### config.mk
export PLATFORM = sky130hd
export DESIGN_NAME = fft_output_reorder
export DESIGN_NICKNAME = d
export VERILOG_FILES = /design/src/rtl/fft_pkg.sv /design/src/rtl/fft_out_skid.sv /design/src/rtl/fft_output_reorder.sv
export SDC_FILE = /design/constraint.sdc
export NUM_CORES = 1
export LEC_CHECK = 0
export ABC_AREA = 1
export BUFFER_PORTS_ARGS = -buffer_cell sky130_fd_sc_hd__buf_2
export CAP_MARGIN = 25
export CORE_UTILIZATION = 40
export CTS_CLUSTER_DIAMETER = 80
export DETAILED_ROUTE_END_ITERATION = 16
export PLACE_DENSITY = 0.67
export SKIP_LAST_GASP = 1
export SYNTH_ARGS = -nofsm -noshare
export SYNTH_HDL_FRONTEND = slang
export SYNTH_HIERARCHICAL = 1
export SYNTH_SLANG_ARGS = --single-unit
### constraint.sdc
create_clock -name clk -period 9.4 [get_ports clk]
set_input_delay 1.88 -clock clk [delete_from_list [all_inputs] [get_ports clk]]
set_output_delay 1.88 -clock clk [all_outputs]
set_load 0.05 [all_outputs]
### src/rtl/fft_pkg.sv
// Shared FFT definitions: transform size, sample type, unloader states and the
// bank-steering helpers used by both the load and unload sides.
package fft_pkg;

   localparam int N_LOG2 = 6;
   localparam int DW     = 16;

   typedef enum logic [1:0] {
      IDLE   = 2'd0,
      STREAM = 2'd1,
      DRAIN  = 2'd2
   } unload_state_e;

   typedef struct packed {
      logic [DW-1:0] re;
      logic [DW-1:0] im;
   } sample_t;

   // Reverse the low n bits of v; bits at and above n come back as zero.
   function automatic logic [31:0] bitrev(input logic [31:0] v, input int n);
      logic [31:0] r;
      r = '0;
      for (int i = 0; i < 32; i++) begin
         if (i < n) r[i] = v[n-1-i];
      end
      return r;
   endfunction

   // Bank select for a storage position: bank = XOR of all position bits.
   function automatic logic parity(input logic [31:0] v);
      return ^v;
   endfunction

endpackage

### src/rtl/fft_out_skid.sv
// Two-entry fall-through FIFO of {data, index, last}; when empty, a push is
// visible at the head in the same cycle so the SRAM data can leave immediately.
module fft_out_skid #(
   parameter int DATA_W = 32,
   parameter int IDX_W  = 6
) (
   input  logic              clk,
   input  logic              nrst,
   input  logic              push_i,
   input  logic [DATA_W-1:0] push_data_i,
   input  logic [IDX_W-1:0]  push_index_i,
   input  logic              push_last_i,
   input  logic              pop_i,
   output logic [DATA_W-1:0] head_data_o,
   output logic [IDX_W-1:0]  head_index_o,
   output logic              head_last_o,
   output logic [1:0]        count_o,
   output logic              full_o,
   output logic              empty_o
);

   typedef struct packed {
      logic [DATA_W-1:0] data;
      logic [IDX_W-1:0]  index;
      logic              last;
   } entry_t;

   entry_t     mem_q [2];
   entry_t     push_entry;
   entry_t     head_entry;
   logic       rd_ptr_q, rd_ptr_d;
   logic       wr_ptr_q, wr_ptr_d;
   logic [1:0] count_q, count_d;
   logic       store;
   logic       deq;

   assign empty_o = (count_q == 2'd0);
   assign full_o  = (count_q == 2'd2);
   assign count_o = count_q;

   always_comb begin
      push_entry = {push_data_i, push_index_i, push_last_i};
      // A push that is popped while the FIFO is empty bypasses storage entirely.
      store      = push_i & ~(empty_o & pop_i);
      deq        = pop_i & ~empty_o;
      wr_ptr_d   = wr_ptr_q ^ store;
      rd_ptr_d   = rd_ptr_q ^ deq;
      count_d    = count_q + {1'b0, store} - {1'b0, deq};
      head_entry = '0;
      if (!empty_o)    head_entry = mem_q[rd_ptr_q];
      else if (push_i) head_entry = push_entry;
   end

   assign head_data_o  = head_entry.data;
   assign head_index_o = head_entry.index;
   assign head_last_o  = head_entry.last;

   // NOTE: reset is synchronous, so it sits inside the clocked branch and nrst is not in the sensitivity list.
   always_ff @(posedge clk) begin
      if (!nrst) begin
         rd_ptr_q <= 1'b0;
         wr_ptr_q <= 1'b0;
         count_q  <= 2'd0;
      end else begin
         rd_ptr_q <= rd_ptr_d;
         wr_ptr_q <= wr_ptr_d;
         count_q  <= count_d;
      end
   end

   // NOTE: storage is deliberately not reset; the head is forced to zero whenever nothing valid is there.
   always_ff @(posedge clk) begin
      if (store) mem_q[wr_ptr_q] <= push_entry;
   end

endmodule

### src/rtl/fft_output_reorder.sv
// Frame unloader: reads the in-place FFT result from two SRAM banks and streams it
// out over valid/ready. Define FFT_OUT_REORDER_EN for natural (bit-reversal undone) order.
module fft_output_reorder #(
   parameter int N_LOG2 = fft_pkg::N_LOG2,
   parameter int DW     = fft_pkg::DW
) (
   input  logic                clk,
   input  logic                nrst,
   input  logic                start,
   output logic                re_b0,
   output logic                re_b1,
   output logic [N_LOG2-2:0]   raddr_b0,
   output logic [N_LOG2-2:0]   raddr_b1,
   input  logic [2*DW-1:0]     rdata_b0,
   input  logic [2*DW-1:0]     rdata_b1,
   output logic                out_valid,
   input  logic                out_ready,
   output logic [2*DW-1:0]     out_data,
   output logic [N_LOG2-1:0]   out_index,
   output logic                out_last,
   output logic                busy,
   output logic                done
);
   import fft_pkg::*;

   localparam int AW = N_LOG2 - 1;

   unload_state_e     state_q, state_d;
   logic [N_LOG2-1:0] k_q;
   logic              inflight_q;
   logic              rd_bank_q;
   logic [N_LOG2-1:0] rd_index_q;
   logic              rd_last_q;
   logic              done_q;

   logic [N_LOG2-1:0] pos;
   logic [N_LOG2-1:0] index;
   logic              bank;
   logic [AW-1:0]     addr;
   logic              k_is_last;
   logic [1:0]        fifo_count;
   logic              fifo_full;
   logic              fifo_empty;
   logic [2:0]        occupancy;
   logic              issue;
   logic              pop;
   logic [2*DW-1:0]   push_data;

   // Read address generation for frequency index k.
   always_comb begin
`ifdef FFT_OUT_REORDER_EN
      pos   = N_LOG2'(bitrev(32'(k_q), N_LOG2));
      index = k_q;
`else
      pos   = k_q;
      index = N_LOG2'(bitrev(32'(k_q), N_LOG2));
`endif
      bank      = parity(32'(pos));
      addr      = pos[N_LOG2-1:1];
      k_is_last = (k_q == {N_LOG2{1'b1}});
   end

   // A new read is allowed only if the FIFO can still hold it when its data returns.
   always_comb begin
      pop       = out_valid & out_ready;
      occupancy = 3'(fifo_count) + 3'(inflight_q) - 3'(pop);
      issue     = (state_q == STREAM) && (occupancy <= 3'd1);
   end

   always_ff @(posedge clk) begin
      if (!nrst) state_q <= IDLE;
      else       state_q <= state_d;
   end

   always_comb begin
      state_d = state_q;
      case (state_q)
         IDLE:    if (start) state_d = STREAM;
         STREAM:  if (issue && k_is_last) state_d = DRAIN;
         DRAIN:   if (pop && out_last) state_d = IDLE;
         default: state_d = IDLE;
      endcase
   end

   always_comb begin
      re_b0    = 1'b0;
      re_b1    = 1'b0;
      raddr_b0 = '0;
      raddr_b1 = '0;
      busy     = (state_q != IDLE);
      if (issue) begin
         if (bank) begin
            re_b1    = 1'b1;
            raddr_b1 = addr;
         end else begin
            re_b0    = 1'b1;
            raddr_b0 = addr;
         end
      end
   end

   // Tags for the read in flight travel alongside it and meet its data one cycle later.
   always_ff @(posedge clk) begin
      if (!nrst) begin
         k_q        <= '0;
         inflight_q <= 1'b0;
         rd_bank_q  <= 1'b0;
         rd_index_q <= '0;
         rd_last_q  <= 1'b0;
         done_q     <= 1'b0;
      end else begin
         if (state_q == IDLE) k_q <= '0;
         else if (issue)      k_q <= k_q + 1'b1;
         inflight_q <= issue;
         rd_bank_q  <= bank;
         rd_index_q <= index;
         rd_last_q  <= k_is_last;
         done_q     <= (state_q == DRAIN) && pop && out_last;
      end
   end

   assign push_data = rd_bank_q ? rdata_b1 : rdata_b0;

   fft_out_skid #(
      .DATA_W (2*DW),
      .IDX_W  (N_LOG2)
   ) u_skid (
      .clk          (clk),
      .nrst         (nrst),
      .push_i       (inflight_q),
      .push_data_i  (push_data),
      .push_index_i (rd_index_q),
      .push_last_i  (rd_last_q),
      .pop_i        (pop),
      .head_data_o  (out_data),
      .head_index_o (out_index),
      .head_last_o  (out_last),
      .count_o      (fifo_count),
      .full_o       (fifo_full),
      .empty_o      (fifo_empty)
   );

   assign out_valid = ~fifo_empty | inflight_q;
   assign done      = done_q;

   a_no_overflow : assert property (@(posedge clk) disable iff (!nrst)
      !(fifo_full && inflight_q && !pop));

endmodule
# After elaboration in Yosys (flattened, before gate mapping)
# Memory sizes are Yosys's and may differ from the RTL's. A register that Yosys moved wholly into a read port is not among the register bits.
# Index checks and enable logic that the tools add are counted.
# op_classes
reduce_logical,11
n_eq_ne,6
bitwise_logic,10
order_cmp,1
n_addsub,5
n_mux,18
# ops
op,n
two-way mux 39 bit,2
two-way mux 32 bit,1
parity 32 bit,1
two-way mux 5 bit,4
two-way mux 1 bit,7
adder 6 x 1 -> 6 bit (second input constant),1
== test 6 bit (second input constant),1
two-way mux 2 bit,3
one-hot mux 2 bit (3 select lines),1
logical AND 1 bit,5
bitwise AND 1 bit,4
zero test 2 bit,2
!= test 2 bit (second input constant),2
adder 2 x 1 -> 3 bit,1
<= comparator 3 x 1 -> 1 bit (second input constant),1
NOT 1 bit,3
AND reduction 3 bit,1
subtractor 3 x 1 -> 3 bit,1
adder 2 x 1 -> 2 bit,1
== test 2 x 1 -> 1 bit (second input constant),1
== test 2 bit (second input constant),1
!= test 2 x 1 -> 1 bit (second input constant),1
nonzero test 2 bit,1
OR reduction 2 bit,1
3 further kinds,4
# totals
input_bits,68
output_inout_bits,54
wordCells,62
register_bits,22
ram_bits,78
memories,1
# memory_table
memory,depth,width,read_ports,rd_clocked_by_memory_dff,write_ports,line_no,text
u_skid.mem_q,2,39,1,1,1,fft_out_skid.sv:28,entry_t mem_q [2];

# Depth between registers and ports, before layout
# logic_depth
depth_word,10
mapped_depth,15
mapped_depth_nobuf,14

# By module
# Netlist, hierarchy kept.
# modules_own_cells
mod,area_per_inst_um2,seq_area_each_um2,n_inst,cells_per_inst
fft_out_skid,3450.8,2442.3,1,295
fft_output_reorder,1281.2,360.3,1,159

# Least setup slack after synthesis
# No wires, ideal clock.
# synth_path
path_type,input port to output port
startpoint,input port out_ready
endpoint,output port raddr_b1[0]
t_arrival_ns,4.048
n_path_buf,0
required_ns,7.520
path_stages,11
slack_ns,3.472
cell_sequence,a21boi_2 xor2_1 ha_1 inv_1 fa_1 inv_1 nor2_2 nand2_2 clkinv_4 nand3_4 nor2_1
# synth_between
elab_chain_len,5
# synth_rtl
item,line_no,text
start: declaration,fft_output_reorder.sv:17,"input logic out_ready,"
bitwise AND 1 bit,fft_output_reorder.sv:65,pop = out_valid & out_ready;
subtractor 3 x 1 -> 3 bit,fft_output_reorder.sv:66,occupancy = 3'(fifo_count) + 3'(inflight_q) - 3'(pop);
<= comparator 3 x 1 -> 1 bit,fft_output_reorder.sv:67,issue = (state_q == STREAM) && (occupancy <= 3'd1);
logical AND 1 bit,fft_output_reorder.sv:67,
two-way mux 5 bit,fft_output_reorder.sv:91,if (issue) begin
end: declaration,fft_output_reorder.sv:13,"output logic [N_LOG2-2:0] raddr_b1,"
# No other way between the ends.

# Worst setup path in the final report
# layout_path
startpoint,input port out_ready
endpoint,output port raddr_b0[0]
# layout_between
elab_chain_len,5
# layout_rtl
item,line_no,text
bitwise AND 1 bit,fft_output_reorder.sv:65,
via pop,fft_output_reorder.sv:46,logic pop;
subtractor 3 x 1 -> 3 bit,fft_output_reorder.sv:66,
<= comparator 3 x 1 -> 1 bit,fft_output_reorder.sv:67,
logical AND 1 bit,fft_output_reorder.sv:67,
two-way mux 5 bit,fft_output_reorder.sv:91,
end: declaration,fft_output_reorder.sv:12,"output logic [N_LOG2-2:0] raddr_b0,"
# The timed path passes the listed nets, and every way through them passes these cells.

==> flow_summary.toml <==
[run]
drv_cap = 0

[power_and_ir_drop]
peakVddDrop_uv = 111
powerDensity_mw_per_mm2 = 193
p_leak_nw = 2.31

[detailed_routing]
drtIter0Drc = 242
drtPass1Iterations = 4
routed_wirelength_mm = 10.4
drt-vias-per-instance = 5.02
drc = 0
wl_per_cell_um = 14.6
drtAntennaViolNets = 0
num_vias = 3574

[cts]
clk-insertion-delay-late_ns = 0.34
numCtsBuffers = 9
clk_pin_slew_ns = 0.06
cts_setup_buffers = 0
clkSinkCount = 101
ctsResizeCount = 0
htree_levels = 3
hold_buffers = 0
cts_buffer_depth = 2
cts_tree = "yes"
cts_root_buffer = "clkbuf_16"

[min_path]
hp-class = "reg -> reg"
hold-path-cell-count = 0
hold_end = "u_skid/mem_q[0][0]"
min_from = "rd_last_q"

[timing]
worstMarginPinSlew_ns = 0.925
slew_headroom = 0.383
final_hold_viol_count = 0
skew_ns = 0.0102
rsz0062_at_grt = "false"
maxSlewViolCount = 0
fin_crit_ns = 5.86
max_freq_mhz = 171
tns_ns = 0
fin_crit_sh = 0.623
setup_violations = 0

[placement]
dp_hpwl_mm = 6.50
gp_congestion = 0.794
numPortBuffers = 121

[final_layout]
antenna_cells = 0
synthToLayoutAreaGrowth_pct = 21.0
final_util = 0.499
layout-drive-gt1-share = 0.322
nets = 639

[floorplanning]
core_mm2 = 0.0115
die_area_mm2 = 0.0123
die_y_um = 111
die_x_um = 111
rows = 39
io_pins = 122
start_util = 0.412

[synthesis]
synth_warnings = 6
synth_cells = 453
avgSynthCellArea_um2 = 10.4
syn_area_mm2 = 0.00473
synth_nets = 528

[setup_path]
rrSetupSlack_ns = 6.44
required_ns = 7.52
crit_path_end_kind = "output port"
reg2reg_to = "k_q[0]"
cpMaxStageDelayCell = "fa_1"
crit_type = "in -> out"
crit_arrival_ns = 3.98
timing.rr.start = "inflight_q"
path_cells = "buf_2 -> a21boi_2 -> xor2_1 -> ha_1 -> inv_1 -> fa_1 -> inv_1 -> nor2_2 -> nand2_2 -> clkinv_4 -> nand2_2 -> nor2_1 -> buf_2"
reg2reg_depth = 12
critPathMaxStageDelay_ns = 0.47
cp_max_fo = 8
cp-start-kind = "input port"

[global_route]
grt_pass1_vias = 3567
antenna_found_initial = 0
grt_pass1_wl_mm = 17.4
grt_max_degree = 44
grt.overflow.total = 0
grt_use_total = 0.176

[run_status]
status = "complete, no violations"
[where the power goes]
part	internal [W]	leakage, nW	switching, W
Sequential	0.000500	0.902	0.0000123
Combinational	0.0000683	1.29	0.000192
Clock	0.000179	0.123	0.000151
[sequential cells by signal, indices dropped and copies added, names as in the netlist, named ones only]
name / cells
state_q: 2
u_skid/rd_ptr_q: 1
done: 1
inflight_q: 1
rd_bank_q: 1
u_skid/wr_ptr_q: 1
u_skid/mem_q: 78
k_q: 6
u_skid/count_o: 2
rd_index_q: 6
rd_last_q: 1
[placed cells by master (no fill, tap or decap), types with 3 or more instances in the layout]
| cell type | count |
|---|---|
| inv_1 | 33 |
| dfxtp_1 | 22 |
| o21ai_1 | 27 |
| o21ai_0 | 53 |
| clkbuf_1 | 3 |
| ha_1 | 5 |
| buf_2 | 121 |
| nand2_1 | 42 |
| mux2_2 | 30 |
| a21oi_1 | 8 |
| xor2_1 | 5 |
| clkbuf_16 | 9 |
| nor2_1 | 62 |
| nand3_1 | 42 |
| edfxtp_1 | 78 |
[per-stage QoR]
stage               total power (W)  setup WS (ns)  instance area (um^2)  std cells  hold slack, ns
floorplan                  0.000714           3.47                  4730        453           0.426
global placement           0.000774           3.63                  5390        693           0.433
detailed placement         0.000779           3.55                  5410        694           0.445
CTS                         0.00111           3.55                  5670        710           0.460
global route                0.00115           3.35                  5720        712           0.471
finish                      0.00110           3.54                  5720        712           0.457
[layer usage]
layer | track usage | vias up | wire (um)
li1 | - | 1782 | -
met1 | 0.232 | 1647 | 4540
met2 | 0.297 | 143 | 5090
met3 | 0.0252 | 2 | 690
met4 | 0.0640 | 0 | 55
met5 | 0 | - | 0
[layout make-up]
type | count | area, um^2
clock buffer | 12 | 236
clock inverter | 4 | 26.3
fill | 1019 | 5750
inverter | 36 | 140
multi-input combinational | 290 | 1650
sequential | 101 | 2800
tap | 143 | 179
timing repair buffer | 126 | 688
[worst max path at each step]
stage	startpoint	cells after the start	endpoint	slack, ns
finish	out_ready	13	raddr_b0[0]	3.54
CTS	out_ready	13	raddr_b0[0]	3.55
floorplan	out_ready	11	raddr_b1[0]	3.47
detailed placement	out_ready	13	raddr_b0[0]	3.55
global route	out_ready	13	raddr_b1[2]	3.35
global placement	out_ready	13	raddr_b1[2]	3.63
[worst max-delay path, delay by kind of cell]
| family | cells | cell delay (ns) |
|---|---|---|
| AO/OA/AOI/OAI | 1 | 0.26 |
| buffers and inverters | 5 | 0.56 |
| AND/OR/NAND/NOR | 4 | 0.46 |
| XOR/XNOR | 1 | 0.19 |
| adder cells (fa/ha/maj) | 2 | 0.64 |
Power figures use the tool's default switching activity.
